===== src/rtl/div_pkg.sv =====
// Shared types and constants for the sequential restoring divider.
package div_pkg;

  localparam int DIV_WIDTH = 16;

  // Wide enough for any WIDTH; slice down to the operand width where used.
  localparam logic [63:0] DIV_ERR_VALUE = '1;

  typedef enum logic [1:0] {
    IDLE = 2'd0,
    RUN  = 2'd1,
    DONE = 2'd2
  } state_t;

endpackage


===== src/rtl/div_step.sv =====
// One radix-2 restoring iteration: shift in a dividend bit, trial-subtract the divisor.
module div_step #(
  parameter int WIDTH = 16
) (
  input  logic [WIDTH:0]   rem,
  input  logic             next_bit,
  input  logic [WIDTH-1:0] divisor,
  output logic [WIDTH:0]   rem_next,
  output logic             q_bit
);

  logic [WIDTH:0] t;
  logic [WIDTH:0] d_ext;
  logic           unused_rem_msb;

  // The incoming remainder is always below the divisor, so its MSB is never set.
  assign unused_rem_msb = rem[WIDTH];
  assign t        = {rem[WIDTH-1:0], next_bit};
  assign d_ext    = {1'b0, divisor};
  assign q_bit    = (t >= d_ext);
  assign rem_next = q_bit ? (t - d_ext) : t;

endmodule


===== src/rtl/seq_divider.sv =====
// Sequential 2W/W unsigned divider, one quotient bit per clock, valid/ready on both sides.
//
//   state | meaning
//   IDLE  | waiting for operands, in_ready high
//   RUN   | iterating, one quotient bit per cycle
//   DONE  | result presented, held until out_ready
module seq_divider
  import div_pkg::*;
#(
  parameter int WIDTH = DIV_WIDTH
) (
  input  logic               clk,
  input  logic               rst_n,
  input  logic               in_valid,
  output logic               in_ready,
  input  logic [2*WIDTH-1:0] dividend,
  input  logic [WIDTH-1:0]   divisor,
  output logic               out_valid,
  input  logic               out_ready,
  output logic [WIDTH-1:0]   quotient,
  output logic [WIDTH-1:0]   remainder,
  output logic               div_zero,
  output logic               overflow
);

  localparam int CNT_W = $clog2(WIDTH) + 1;
  localparam logic [WIDTH-1:0] ERR_VAL = DIV_ERR_VALUE[WIDTH-1:0];

  state_t           state;
  logic [WIDTH:0]   rem;
  logic [WIDTH-1:0] lo;
  logic [WIDTH-1:0] q_acc;
  logic [WIDTH-1:0] dsr;
  logic [CNT_W-1:0] count;
  logic [WIDTH:0]   rem_next;
  logic             q_bit;

  div_step #(.WIDTH(WIDTH)) u_step (
    .rem      (rem),
    .next_bit (lo[WIDTH-1]),
    .divisor  (dsr),
    .rem_next (rem_next),
    .q_bit    (q_bit)
  );

  always_ff @(posedge clk or negedge rst_n) begin
    if (!rst_n) begin
      state     <= IDLE;
      in_ready  <= 1'b1;
      out_valid <= 1'b0;
      quotient  <= '0;
      remainder <= '0;
      div_zero  <= 1'b0;
      overflow  <= 1'b0;
      rem       <= '0;
      lo        <= '0;
      q_acc     <= '0;
      dsr       <= '0;
      count     <= '0;
    end else begin
      case (state)
        IDLE: begin
          if (in_valid) begin
            dsr      <= divisor;
            in_ready <= 1'b0;
            if (divisor == '0) begin
              div_zero  <= 1'b1;
              overflow  <= 1'b0;
              quotient  <= ERR_VAL;
              remainder <= ERR_VAL;
              out_valid <= 1'b1;
              state     <= DONE;
            end else if (dividend[2*WIDTH-1:WIDTH] >= divisor) begin
              div_zero  <= 1'b0;
              overflow  <= 1'b1;
              quotient  <= ERR_VAL;
              remainder <= ERR_VAL;
              out_valid <= 1'b1;
              state     <= DONE;
            end else begin
              div_zero <= 1'b0;
              overflow <= 1'b0;
              rem      <= {1'b0, dividend[2*WIDTH-1:WIDTH]};
              lo       <= dividend[WIDTH-1:0];
              q_acc    <= '0;
              count    <= '0;
              state    <= RUN;
            end
          end
        end
        RUN: begin
          rem   <= rem_next;
          lo    <= {lo[WIDTH-2:0], 1'b0};
          q_acc <= {q_acc[WIDTH-2:0], q_bit};
          count <= count + 1'b1;
          // Results are published only on the last iteration, never partially.
          if (count == CNT_W'(WIDTH - 1)) begin
            quotient  <= {q_acc[WIDTH-2:0], q_bit};
            remainder <= rem_next[WIDTH-1:0];
            out_valid <= 1'b1;
            state     <= DONE;
          end
        end
        DONE: begin
          if (out_ready) begin
            out_valid <= 1'b0;
            in_ready  <= 1'b1;
            state     <= IDLE;
          end
        end
        default: begin
          out_valid <= 1'b0;
          in_ready  <= 1'b1;
          state     <= IDLE;
        end
      endcase
    end
  end

endmodule


===== config.mk =====
export PLATFORM = sky130hd
export DESIGN_NAME = seq_divider
export DESIGN_NICKNAME = d
export VERILOG_FILES = /design/src/rtl/div_pkg.sv /design/src/rtl/div_step.sv /design/src/rtl/seq_divider.sv
export SDC_FILE = /design/constraint.sdc
export NUM_CORES = 1
export LEC_CHECK = 0
export BUFFER_PORTS_ARGS = -buffer_cell sky130_fd_sc_hd__buf_2
export CAP_MARGIN = 20
export CORE_MARGIN = 5
export CORE_UTILIZATION = 50
export CTS_BUF_LIST = sky130_fd_sc_hd__clkbuf_4 sky130_fd_sc_hd__clkbuf_8
export CTS_CLUSTER_SIZE = 28
export DETAILED_ROUTE_END_ITERATION = 16
export PLACE_DENSITY = 0.69
export SYNTH_ARGS = -nofsm -noshare
export SYNTH_HDL_FRONTEND = slang
export SYNTH_SLANG_ARGS = --single-unit

===== constraint.sdc =====
create_clock -name clk -period 3.4 [get_ports clk]
set_clock_uncertainty 0.05 [all_clocks]
set_input_delay 0.51 -clock clk [delete_from_list [all_inputs] [get_ports clk]]
set_output_delay 0.51 -clock clk [all_outputs]
set_load 0.02 [all_outputs]

==> metrics.md, run 1 <==
| Metric | Value |
|---|---|
| Placed insts | `approximately 860` |
| YS warnings | `0` |
| Non-Filler Instances | `872` |
| Max Cap Viol | `0` |
| Via count | `about 5000` |
| Status | `complete, no violations` |
| Total GRT Usage | `0.2096` |
| Worst Max-Slew Pin Slew | `just over 0.8 ns` |
| Worst EP arrival | `3.26 ns` |
| Net load switching power | `3334 uW` |
| Peak supply drop | `0.3650 mV` |
| Final setup viols | `0` |
| Crit-path max FO | `12` |
| Boundary Pins | `88` |
| WP data required | `3.65 ns` |
| Die Span Y | `118.8 um` |
| Final Slew Violations | `0` |
| Fin Setup TNS | `0 ns` |
| IO Port Bufs | `87` |
| Clock-pin slew on the worst setup and hold paths | `~0.10 ns` |
| Unrepaired setup endpoints after global routing | `false` |
| Gpl congestion | `between 0.9 and 1` |
| Mapped Cells | `648` |
| Fin crit period | `about 3.0 ns` |
| Post-CTS setup buffers | `0` |
| Post-Syn Nets | `735` |
| Clk_lat worst skew | `a little under 0.4 ns` |
| Initial antenna violation count | `0` |
| Logic pwr share | `0.581` |
| Global-route wire length before repair | `24.14 mm` |
| ANT nets after route | `0` |
| Pin count of the biggest net entering global routing | `79` |
| Top_reg_cell synth | `dfrtp_1` |
| Layout filler cell count | `1046` |
| Vias per cell | `5.719` |
| Register area | `approximately 2700 sq um` |
| Asr flop ratio synth | `1.000` |
| Die area | `between 10000 and 15000 sq um` |
| # resized after CTS | `0` |
| Congestion Overflow GR | `0` |
| PwrDens | `1072 nW/um^2` |
| Flop pwr share | `0.311` |
| Core area | `11520 sq um` |
| Starting Density | `0.5141` |
| Leak Pwr | `between 0.003 and 0.004 uW` |
| WL met1 | `7.000 mm` |
| Design area | `6661 sq um` |
| Residual DRC count | `0` |
| Initial detailed-routing violation count | `355` |
| Clock Tree Buf Depth | `2` |
| Final hold vios | `0` |
| Worst R2R Setup Slack | `0.39 ns` |
| Crit Path Class | `register to register` |
| Yosys cell types | `62` |
| Site row count | `39` |
| Worst slew margin relative to its limit | `0.4634` |
| Mapped Area | `5921 sq um` |
| Fin crit share | `0.8848` |
| Int Pwr | `3806 uW` |
| Detailed placer's ending HPWL | `10.77 mm` |
| EDFF count, synth | `0` |
| Routed wl met3 | `1.016 mm` |
| Post-layout net count | `around 810` |
| Largest family of logic cells by synthesized area | `compound AO/OA/AOI/OAI gates` |
| Hold Path Class | `primary input to async pin` |
| Area grow syn2layout | `12.51%` |
| Cts hold-fix bufs | `0` |
| Mux contribution to synthesized area | `0.05325` |
| Adder-Cell Fraction of Synth Area | `0.07523` |
| Clock share of power | `0.108` |
| XOR/XNOR Fraction of Synth Area | `0.01479` |
| CTS tree | `done` |
| Power consumption | `roughly 7100 uW` |
| Switching Share | `0.4669` |
| Max layer used | `met4` |
| Worst setup EP type | `register` |
| DP Area | `6467 sq um` |
| Clock Sinks | `between 100 and 150` |
| Die Wd | `about 120 um` |
| Met2 WL | `6.431 mm` |
| Multi-input logic area | `2947 sq um` |
| Vias in the first global route | `4771` |
| Ant diodes | `0` |
| Layout cells sized above 1 | `0.1811` |
| H-tree Lvls | `3` |
| Post-synthesis sequential area ratio | `0.4482` |
| Fmax | `0.3324 GHz` |
| Post-Syn Area per Cell | `9.137 sq um` |
| Synth Area in Simple Gates | `0.1733` |
| Startpoint Class | `register` |
| Compound-gate portion of the synthesized area | `0.1790` |
| Number of buffers created by CTS | `9` |
| CTS Root Cell | `clkbuf_8` |
| Drt pass-1 iters | `4` |
| Post-Route WL | `roughly 15 mm` |
| Routed len/inst | `16.95 um` |
| Yosys reg bits | `106` |
flip-flops by register name, indices dropped and copies added (netlist names):
signal,cells
lo,16
div_zero,1
quotient,16
dsr,16
q_acc,15
rem,16
in_ready,1
remainder,16
out_valid,1
overflow,1
count,5
state,2
cell families after synthesis:
group                    count (synthesis)
XOR/XNOR                                10
adder cells (fa/ha/maj)                 35
flip-flops                             106
AND/OR/NAND/NOR                        227
buffers and inverters                   70
AO/OA/AOI/OAI                          169
multiplexers                            31
metal layers:
layer | vias up | GRT usage
met3 | 23 | 0.03175
met1 | 2397 | 0.3158
li1 | 2402 | -
met2 | 165 | 0.3080
met5 | - | 0
met4 | 0 | 0.07458
layout make-up:
type                            instances  share of cell area
Clock buffer                           10             0.02066
Clock inverter                          6            0.008452
Inverter                               36             0.02029
Multi-Input combinational cell        472              0.4423
Sequential cell                       106              0.3984
Tap cell                              143             0.02686
Timing Repair Buffer                   99             0.08302
cell usage after synthesis (all sizes together), types with 3 or more instances:
library cell	number	area, sq um
dfrtp	105	2628
nand2	86	322.8
nor2	64	240.2
o21ai	64	320.3
a21oi	43	215.2
inv	36	135.1
ha	34	425.4
mux2i	27	270.3
nor2b	22	137.6
nor3	22	110.1
clkbuf	21	78.83
a211oi	16	125.1
buf	13	118.9
nand3	7	40.04
xor2	6	52.55
a21o	5	37.54
a31oi	5	31.28
nor4	5	31.28
o31ai	5	42.54
and2	4	25.02
mux2	4	45.04
nand2b	4	25.02
o211ai	4	30.03
xnor2	4	35.03
a22o	3	26.28
and3	3	20.02
o22ai	3	18.77
final timing paths:
path,to,cells past startpoint,from
worst max-delay path,rem[15],8,rem[10]
worst min-delay path,dsr[14],1,rst_n
worst max register to register,rem[15],8,rem[10]
worst min register to register,lo[3],2,lo[2]
max in group asynchronous,in_ready,2,rst_n
min in group clk,dsr[3],3,divisor[3]
power groups by stage:
stage | Clock [uW] | Combinational, uW | Sequential [uW]
after floorplan | 0 | 2940 | 2360
final | 773 | 4150 | 2220
after global placement | 0 | 4000 | 2210
after global routing | 839 | 4590 | 2290
after detailed placement | 0 | 4090 | 2240
after CTS | 792 | 4120 | 2220
layout by cell type (no fill, tap or decap), types with 2 or more instances in the layout:
cell,n
o211ai_1,4
a21oi_1,43
inv_6,2
ha_1,34
buf_2,86
xor2_1,6
clkbuf_8,10
nor3_1,21
o21ai_0,59
xnor2_1,4
and3_1,2
buf_4,11
nor2b_1,21
and2_1,4
nor4_1,5
o21a_1,2
nand4_1,2
o31ai_1,4
a31oi_1,5
nand3_1,6
buf_12,2
inv_8,2
a21o_1,5
or3_1,2
dfrtp_1,105
a211oi_1,15
o22ai_1,3
nand2_1,86
a22o_1,3
mux2i_1,27
o21bai_1,2
inv_1,36
o21ai_1,5
o2111ai_1,2
nand2b_1,4
mux2_2,4
nor2_1,64
critical path, cell delays in order, from the launching register on:
cell and delay, ns:
dfrtp_1 0.42, ha_1 0.43, and4_1 0.28, nand4_1 0.14
o31ai_2 0.24, nor2_1 0.09, a21boi_2 0.55, or4b_1 0.54
a31oi_1 0.19
per-stage QoR:
stage,utilization,hold slack (ns),setup slack (ns)
after floorplan,-,0.1644,0.8776
after global placement,0.5616,0.4078,0.4841
after detailed placement,0.5616,0.4254,0.4396
after CTS,0.5784,0.07320,0.4104
after global routing,0.5784,0.1041,0.1664
final,0.5784,0.06716,0.3918
No activity file was read; power rests on OpenSTA's default activity.
==> run 2, diff against run 1 <==
- ABC_AREA: not set -> 1
==> metrics.md, run 2 <==
| Metric | Value |
|---|---|
| Status | `complete, no violations` |
| Initial detailed-routing violation count | `309 (-13%)` |
| Post-synth top area cell | `dfrtp_1` |
| Initial antenna violation count | `0 (unchanged)` |
| ANT nets after route | `0 (unchanged)` |
| IO Port Bufs | `87 (unchanged)` |
| PwrDens | `1113 nW/um^2 (+3.9%)` |
| Asr flop ratio synth | `1.000 (unchanged)` |
| Clk_lat worst skew | `0.38 ns (about the same)` |
| Final Slew Violations | `0 (unchanged)` |
| Synth top cells by count | `nand2_1, inv_1, dfrtp_1, o21ai_0, nor2_1` |
| EDFF count, synth | `0 (unchanged)` |
| Congestion Overflow GR | `0 (unchanged)` |
| Leak Pwr | `0.003927 uW (+27%)` |
| Peak supply drop | `0.5007 mV (+37%)` |
| Max Cap Viol | `0 (unchanged)` |
| Vias per cell | `4.952 (-13%)` |
| Final setup viols | `0 (unchanged)` |
| YS warnings | `0 (unchanged)` |
| Site row count | `41 (+5.1%)` |
| Crit Path Class | `register to register` |
| Die Wd | `122.1 um (+2.8%)` |
| Vias in the first global route | `5177 (+8.5%)` |
| DP Area | `6878 sq um (+6.3%)` |
| CTS tree | `done` |
| Worst slew margin relative to its limit | `0.3380 (-0.1254)` |
| Mapped Area | `6287 sq um (+6.2%)` |
| Area grow syn2layout | `12.94%` |
| Post-CTS setup buffers | `0 (unchanged)` |
| Worst setup EP type | `register` |
| Worst EP arrival | `2.89 ns (-0.37 ns)` |
| Ant diodes | `0 (unchanged)` |
| Fmax | `0.3720 GHz (+12%)` |
| Design area | `7101 sq um (+6.6%)` |
| Unrepaired setup endpoints after global routing | `false` |
| Synth top area cells | `dfrtp_1, nand2_1, ha_1` |
| Startpoint Class | `register` |
| Residual DRC count | `0 (unchanged)` |
| Drt pass-1 iters | `5 (+1)` |
| Clock Sinks | `106 (unchanged)` |
| First element of the critical path | `state[1]` |
| Yosys cell types | `32 (-48%)` |
| # resized after CTS | `0 (unchanged)` |
| Boundary Pins | `88 (unchanged)` |
| Worst Max-Slew Pin Slew | `0.9893 ns (+0.1844 ns)` |
| Post-layout net count | `1011 (+25%)` |
| CTS Root Cell | `clkbuf_8` |
| Number of buffers created by CTS | `9 (unchanged)` |
| Detailed placer's ending HPWL | `11.27 mm (+4.6%)` |
| Post-synthesis sequential area ratio | `0.4221 (-0.02614)` |
| Top_reg_cell synth | `dfrtp_1` |
| Starting Density | `0.5044 (-0.009758)` |
| Yosys reg bits | `106 (unchanged)` |
| Final hold vios | `0 (unchanged)` |
| Pin count of the biggest net entering global routing | `75 (-5.1%)` |
| Core area | `12470 sq um (+8.2%)` |
| Hold Path Class | `primary input to async pin` |
| Hold_ws | `0.08620 ns (+0.01904 ns)` |
| Fin crit share | `0.7907 (-0.09408)` |
| Die Span Y | `122.1 um (+2.8%)` |
| Cts hold-fix bufs | `0 (unchanged)` |
| Yosys top cell area share | `0.4179 (-0.02588)` |
| Commonest non-fill, non-tap cell in the layout | `nand2_1` |
| RR Startpoint | `state[1]` |
| Routed len/inst | `13.76 um (-19%)` |
| Crit-path max FO | `49 (+37)` |
| Mapped Cells | `851 (+31%)` |
| Fin crit period | `2.688 ns (-0.3199 ns)` |
| Post-Syn Nets | `938 (+28%)` |
| Total GRT Usage | `0.2142 (+0.004662)` |
| Via count | `5447 (+9.2%)` |
| Post-Route WL | `15.13 mm (+2.4%)` |
| Global-route wire length before repair | `25.28 mm (+4.7%)` |
| H-tree Lvls | `3 (unchanged)` |
| Most frequent cells in the layout | `nand2_1, inv_1, dfrtp_1, buf_2, o21ai_0` |
| Gpl congestion | `0.8761 (-5.2%)` |
| Layout filler cell count | `1196 (+14%)` |
| Count leader, synth | `nand2_1` |
| Die area | `14920 sq um (+5.7%)` |
| Post-Syn Area per Cell | `7.388 sq um (-19%)` |
| WP data required | `3.61 ns (-0.04 ns)` |
| Fin Setup TNS | `0 ns (unchanged)` |
| Clock-pin slew on the worst setup and hold paths | `0.10 ns (about the same)` |
| Layout cells sized above 1 | `0.1573 (-0.02374)` |
| Clock Tree Buf Depth | `2 (unchanged)` |
-- run 2: changes by cell type after synthesis, sizes merged, moves of 17 or more --
cell / delta
nand2: +212
inv: +82
nand3: +44
a21oi: -29
nor2b: -22
nand4: +21
nor3: -18
o21ai: +17
-- run 2: area by class of cell --
class | instances | area [sq um] | share of cell area
clock buffer | 10 | 137.6 | 0.01938
clock inverter | 5 | 85.08 | 0.01198
inverter | 118 | 442.9 | 0.06238
multi-input combinational | 596 | 3045 | 0.4289
sequential | 106 | 2654 | 0.3737
tap | 172 | 215.2 | 0.03031
timing repair buffer | 93 | 520.5 | 0.07330
-- run 2: path summary, 6_finish.rpt --
path                               endpoint  slack, ns  cells past startpoint
worst max-delay path                 lo[13]       0.71                      8
min in group clk                     dsr[2]       0.30                      3
worst min-delay path            quotient[7]       0.09                      1
worst max register to register       lo[13]       0.71                      8
worst min register to register       lo[11]       0.44                      2
max in group asynchronous          in_ready       2.44                      2
-- run 2: per-stage QoR --
| stage | utilization | power (uW) | setup WS, ns | cells |
|---|---|---|---|---|
| 2_1_floorplan | - | 5807 | 1.436 | 851 |
| 3_3_place_gp | 0.5517 | 6991 | 0.8173 | 1085 |
| 3_5_place_dp | 0.5517 | 7026 | 0.7590 | 1085 |
| 4_1_cts | 0.5696 | 7935 | 0.7329 | 1100 |
| 5_1_grt | 0.5696 | 8749 | 0.4483 | 1100 |
| 6_report | 0.5696 | 7906 | 0.7116 | 1100 |
-- run 2: worst max-delay path, stage by stage (launching register included) --
cell and delay [ns]:
dfrtp_1 0.46, nor2_1 0.12, inv_1 0.10, nor2_1 0.07, nor2_1 0.75, nand2_2 0.52, buf_12 0.34, nand2_1 0.08
o21ai_0 0.09
-- run 2: cells by family after synthesis --
group,count (synthesis),share of synthesized area
multiplexers,15,0.02388
flip-flops,106,0.4221
buffers and inverters,149,0.09552
AO/OA/AOI/OAI,95,0.07622
adder cells (fa/ha/maj),35,0.07085
XOR/XNOR,5,0.006965
AND/OR/NAND/NOR,446,0.3045
-- run 2: routing by layer --
metal  up-vias  global-route usage  part of all wire
met5         -                   0                 0
met3        22             0.02553             0.034
met1      2494              0.3031              0.47
li1       2825                   -                 -
met4         0             0.05668             0.016
met2       106              0.3512              0.48
-- run 2: where the power goes --
| part | internal (uW) | total [uW] | switching, uW |
|---|---|---|---|
| Clock | 438 | 882 | 444 |
| Combinational | 1620 | 4810 | 3190 |
| Sequential | 1850 | 2220 | 361 |
==> run 3, diff against run 2 <==
- ABC_AREA: 1 -> 0
- PLACE_DENSITY: 0.69 -> 0.72
- clock period: 3.4 -> 2.31 ns (I/O delays scaled with it)
==> metrics.md, run 3 (same netlist as run 1, synthesis figures left out) <==
| Metric | Value |
|---|---|
| Worst slew margin relative to its limit | `0.5656 (+0.2276)` |
| PwrDens | `1749 nW/um^2 (+57%)` |
| Die Wd | `118.8 um (-2.7%)` |
| Vias per cell | `5.618 (+13%)` |
| Starting Density | `0.5141 (+0.009758)` |
| WP data required | `2.56 ns (-1.05 ns)` |
| Crit Path Class | `register to register` |
| Layout cells sized above 1 | `0.3527 (+0.1953)` |
| Worst Max-Slew Pin Slew | `0.6515 ns (-0.3378 ns)` |
| Unrepaired setup endpoints after global routing | `true` |
| Fin crit share | `1.090 (+0.2993)` |
| Gpl congestion | `0.9001 (+2.7%)` |
| Status | `complete, but fails checks` |
| Die Span Y | `118.8 um (-2.7%)` |
| Commonest non-fill, non-tap cell in the layout | `buf_4` |
| Worst EP arrival | `2.77 ns (-0.12 ns)` |
| Initial detailed-routing violation count | `380 (+23%)` |
| ANT nets after route | `0 (unchanged)` |
| Crit-path max FO | `8 (-84%)` |
| Leak Pwr | `0.003722 uW (-5.2%)` |
| CTS Root Cell | `clkbuf_8` |
| Clock-pin slew on the worst setup and hold paths | `0.12 ns (+0.02 ns)` |
| Clock Tree Buf Depth | `2 (unchanged)` |
| Drt pass-1 iters | `5 (unchanged)` |
| Routed len/inst | `17.22 um (+25%)` |
| Max Cap Viol | `0 (unchanged)` |
| Crit path buffers/inverters | `1 (-1)` |
| Boundary Pins | `88 (unchanged)` |
| Slowest CP cell | `dfrtp_1` |
| Hold Path Class | `primary input to register` |
| Final worst slack | `-0.2078 ns (-0.9195 ns)` |
| Failing checks | `setup timing` |
| Vias in the first global route | `5606 (+8.3%)` |
| Die area | `14120 sq um (-5.4%)` |
| IO Port Bufs | `87 (unchanged)` |
| Post-Route WL | `17.02 mm (+12%)` |
| Met3 Usage GRT | `0.03981 (+0.01428)` |
| Pin count of the biggest net entering global routing | `49 (-35%)` |
| Slowest cell delay on critical path | `0.45 ns (-0.30 ns)` |
| Final setup viols | `30 (+30)` |
| Final hold vios | `0 (unchanged)` |
| GRT Max-Usage Layer | `met2` |
| CTS tree | `done` |
| Total GRT Usage | `0.2374 (+0.02320)` |
| Global-route wire length before repair | `27.36 mm (+8.2%)` |
| Core Util, Final | `0.6960 (+0.1264)` |
| DP Area | `7298 sq um (+6.1%)` |
| Site row count | `39 (-4.9%)` |
| Peak supply drop | `0.8597 mV (+72%)` |
| Residual DRC count | `0 (unchanged)` |
| Core area | `11520 sq um (-7.6%)` |
| Congestion Overflow GR | `0 (unchanged)` |
| Most frequent cells in the layout | `buf_4, dfrtp_1, nand2_1, buf_2, nor2_1` |
| Clk_lat worst skew | `0.40 ns (+0.02 ns)` |
| Startpoint Class | `register` |
| Detailed placer's ending HPWL | `11.80 mm (+4.8%)` |
| Area grow syn2layout | `35.38%` |
| Cells along the critical path | `ha_4 -> a21o_1 -> a211oi_4 -> o31ai_4 -> nor2_2 -> a21boi_2 -> buf_4 -> or3_1 -> a31o_2` |
| Post-layout net count | `927 (-8.3%)` |
| Fmax | `0.3972 GHz (+6.8%)` |
| Fin Setup TNS | `-3.324 ns (-3.324 ns)` |
| Met1 Use GR | `0.3249 (+0.02175)` |
| Clock Sinks | `106 (unchanged)` |
| Final Slew Violations | `0 (unchanged)` |
| Crit path max-delay family | `compound AO/OA/AOI/OAI gates` |
| Design area | `8015 sq um (+13%)` |
| GR Util met2 | `0.3872 (+0.03604)` |
| Number of buffers created by CTS | `9 (unchanged)` |
| Worst setup EP type | `register` |
| H-tree Lvls | `3 (unchanged)` |
| Fin crit period | `2.518 ns (-0.1705 ns)` |
| Initial antenna violation count | `0 (unchanged)` |
| Via count | `5551 (+1.9%)` |
| Ant diodes | `0 (unchanged)` |
[run 3: changes by cell type in the layout (fill, tap and decap cells not counted), sizes merged, moves of 21 or more]
| cell | before | now |
|---|---|---|
| nand2 | 298 | 86 |
| buf | 93 | 213 |
| inv | 120 | 41 |
| nand3 | 51 | 7 |
| a21oi | 14 | 43 |
| nor2b | 0 | 22 |
| nand4 | 23 | 2 |
[run 3: layer usage]
| layer | share of wire | vias to the layer above |
|---|---|---|
| li1 | - | 2643 |
| met1 | 0.44 | 2672 |
| met2 | 0.47 | 194 |
| met4 | 0.030 | 0 |
| met3 | 0.059 | 42 |
| met5 | 0 | - |
[run 3: final timing paths]
path / startpoint / end / slack [ns] / cells after the start
setup / recovery: rem[13] / remainder[7] / -0.21 / 9
hold / removal: divisor[7] / dsr[7] / 0.18 / 3
setup reg to reg: rem[13] / remainder[7] / -0.21 / 9
hold reg to reg: lo[10] / lo[11] / 0.44 / 2
max in group asynchronous: rst_n / count[1] / 1.05 / 3
min in group asynchronous: rst_n / rem[3] / 0.46 / 2
[run 3: metrics by stage]
stage	std cells	worst slack (ns)	power (uW)	hold slack, ns
after floorplan	648	0.003148	7850	0.0009089
after global placement	960	-0.2037	10710	0.3477
after detailed placement	960	-0.3073	10950	0.3638
after CTS	982	-0.1792	13190	0.1615
after global routing	988	-0.2940	14980	0.1997
final	988	-0.2078	14020	0.1765
[run 3: worst min-delay path, delay by kind of cell]
family	cells	cell delay (ns)
buffers and inverters	1	0.12
AOI/OAI and AO/OA	1	0.07
and+or+nand+nor	1	0.05
[run 3: layout make-up]
cell class,instances,area (sq um)
fillers,882,3501
multi-input cells,472,3313
flip-flops and latches,106,2654
repair buffers,215,1496
well taps,143,178.9
inverters,36,135.1
clock buffers,9,123.9
clock inverters,7,113.9
[run 3: repair_timing]
action	4_1_cts	5_1_grt
cloned	0	1
endpoints found under the setup margin	32	52
hold buffers	1	0
setup buffers	5	5
pin swaps	20	25
endpoints found under the hold margin	45	0
gates resized for setup	33	36
[run 3: where the power goes]
part,switching [uW],internal [uW],total (uW)
Combinational,4930,4460,9390
Sequential,532,2710,3240
Clock,740,645,1390
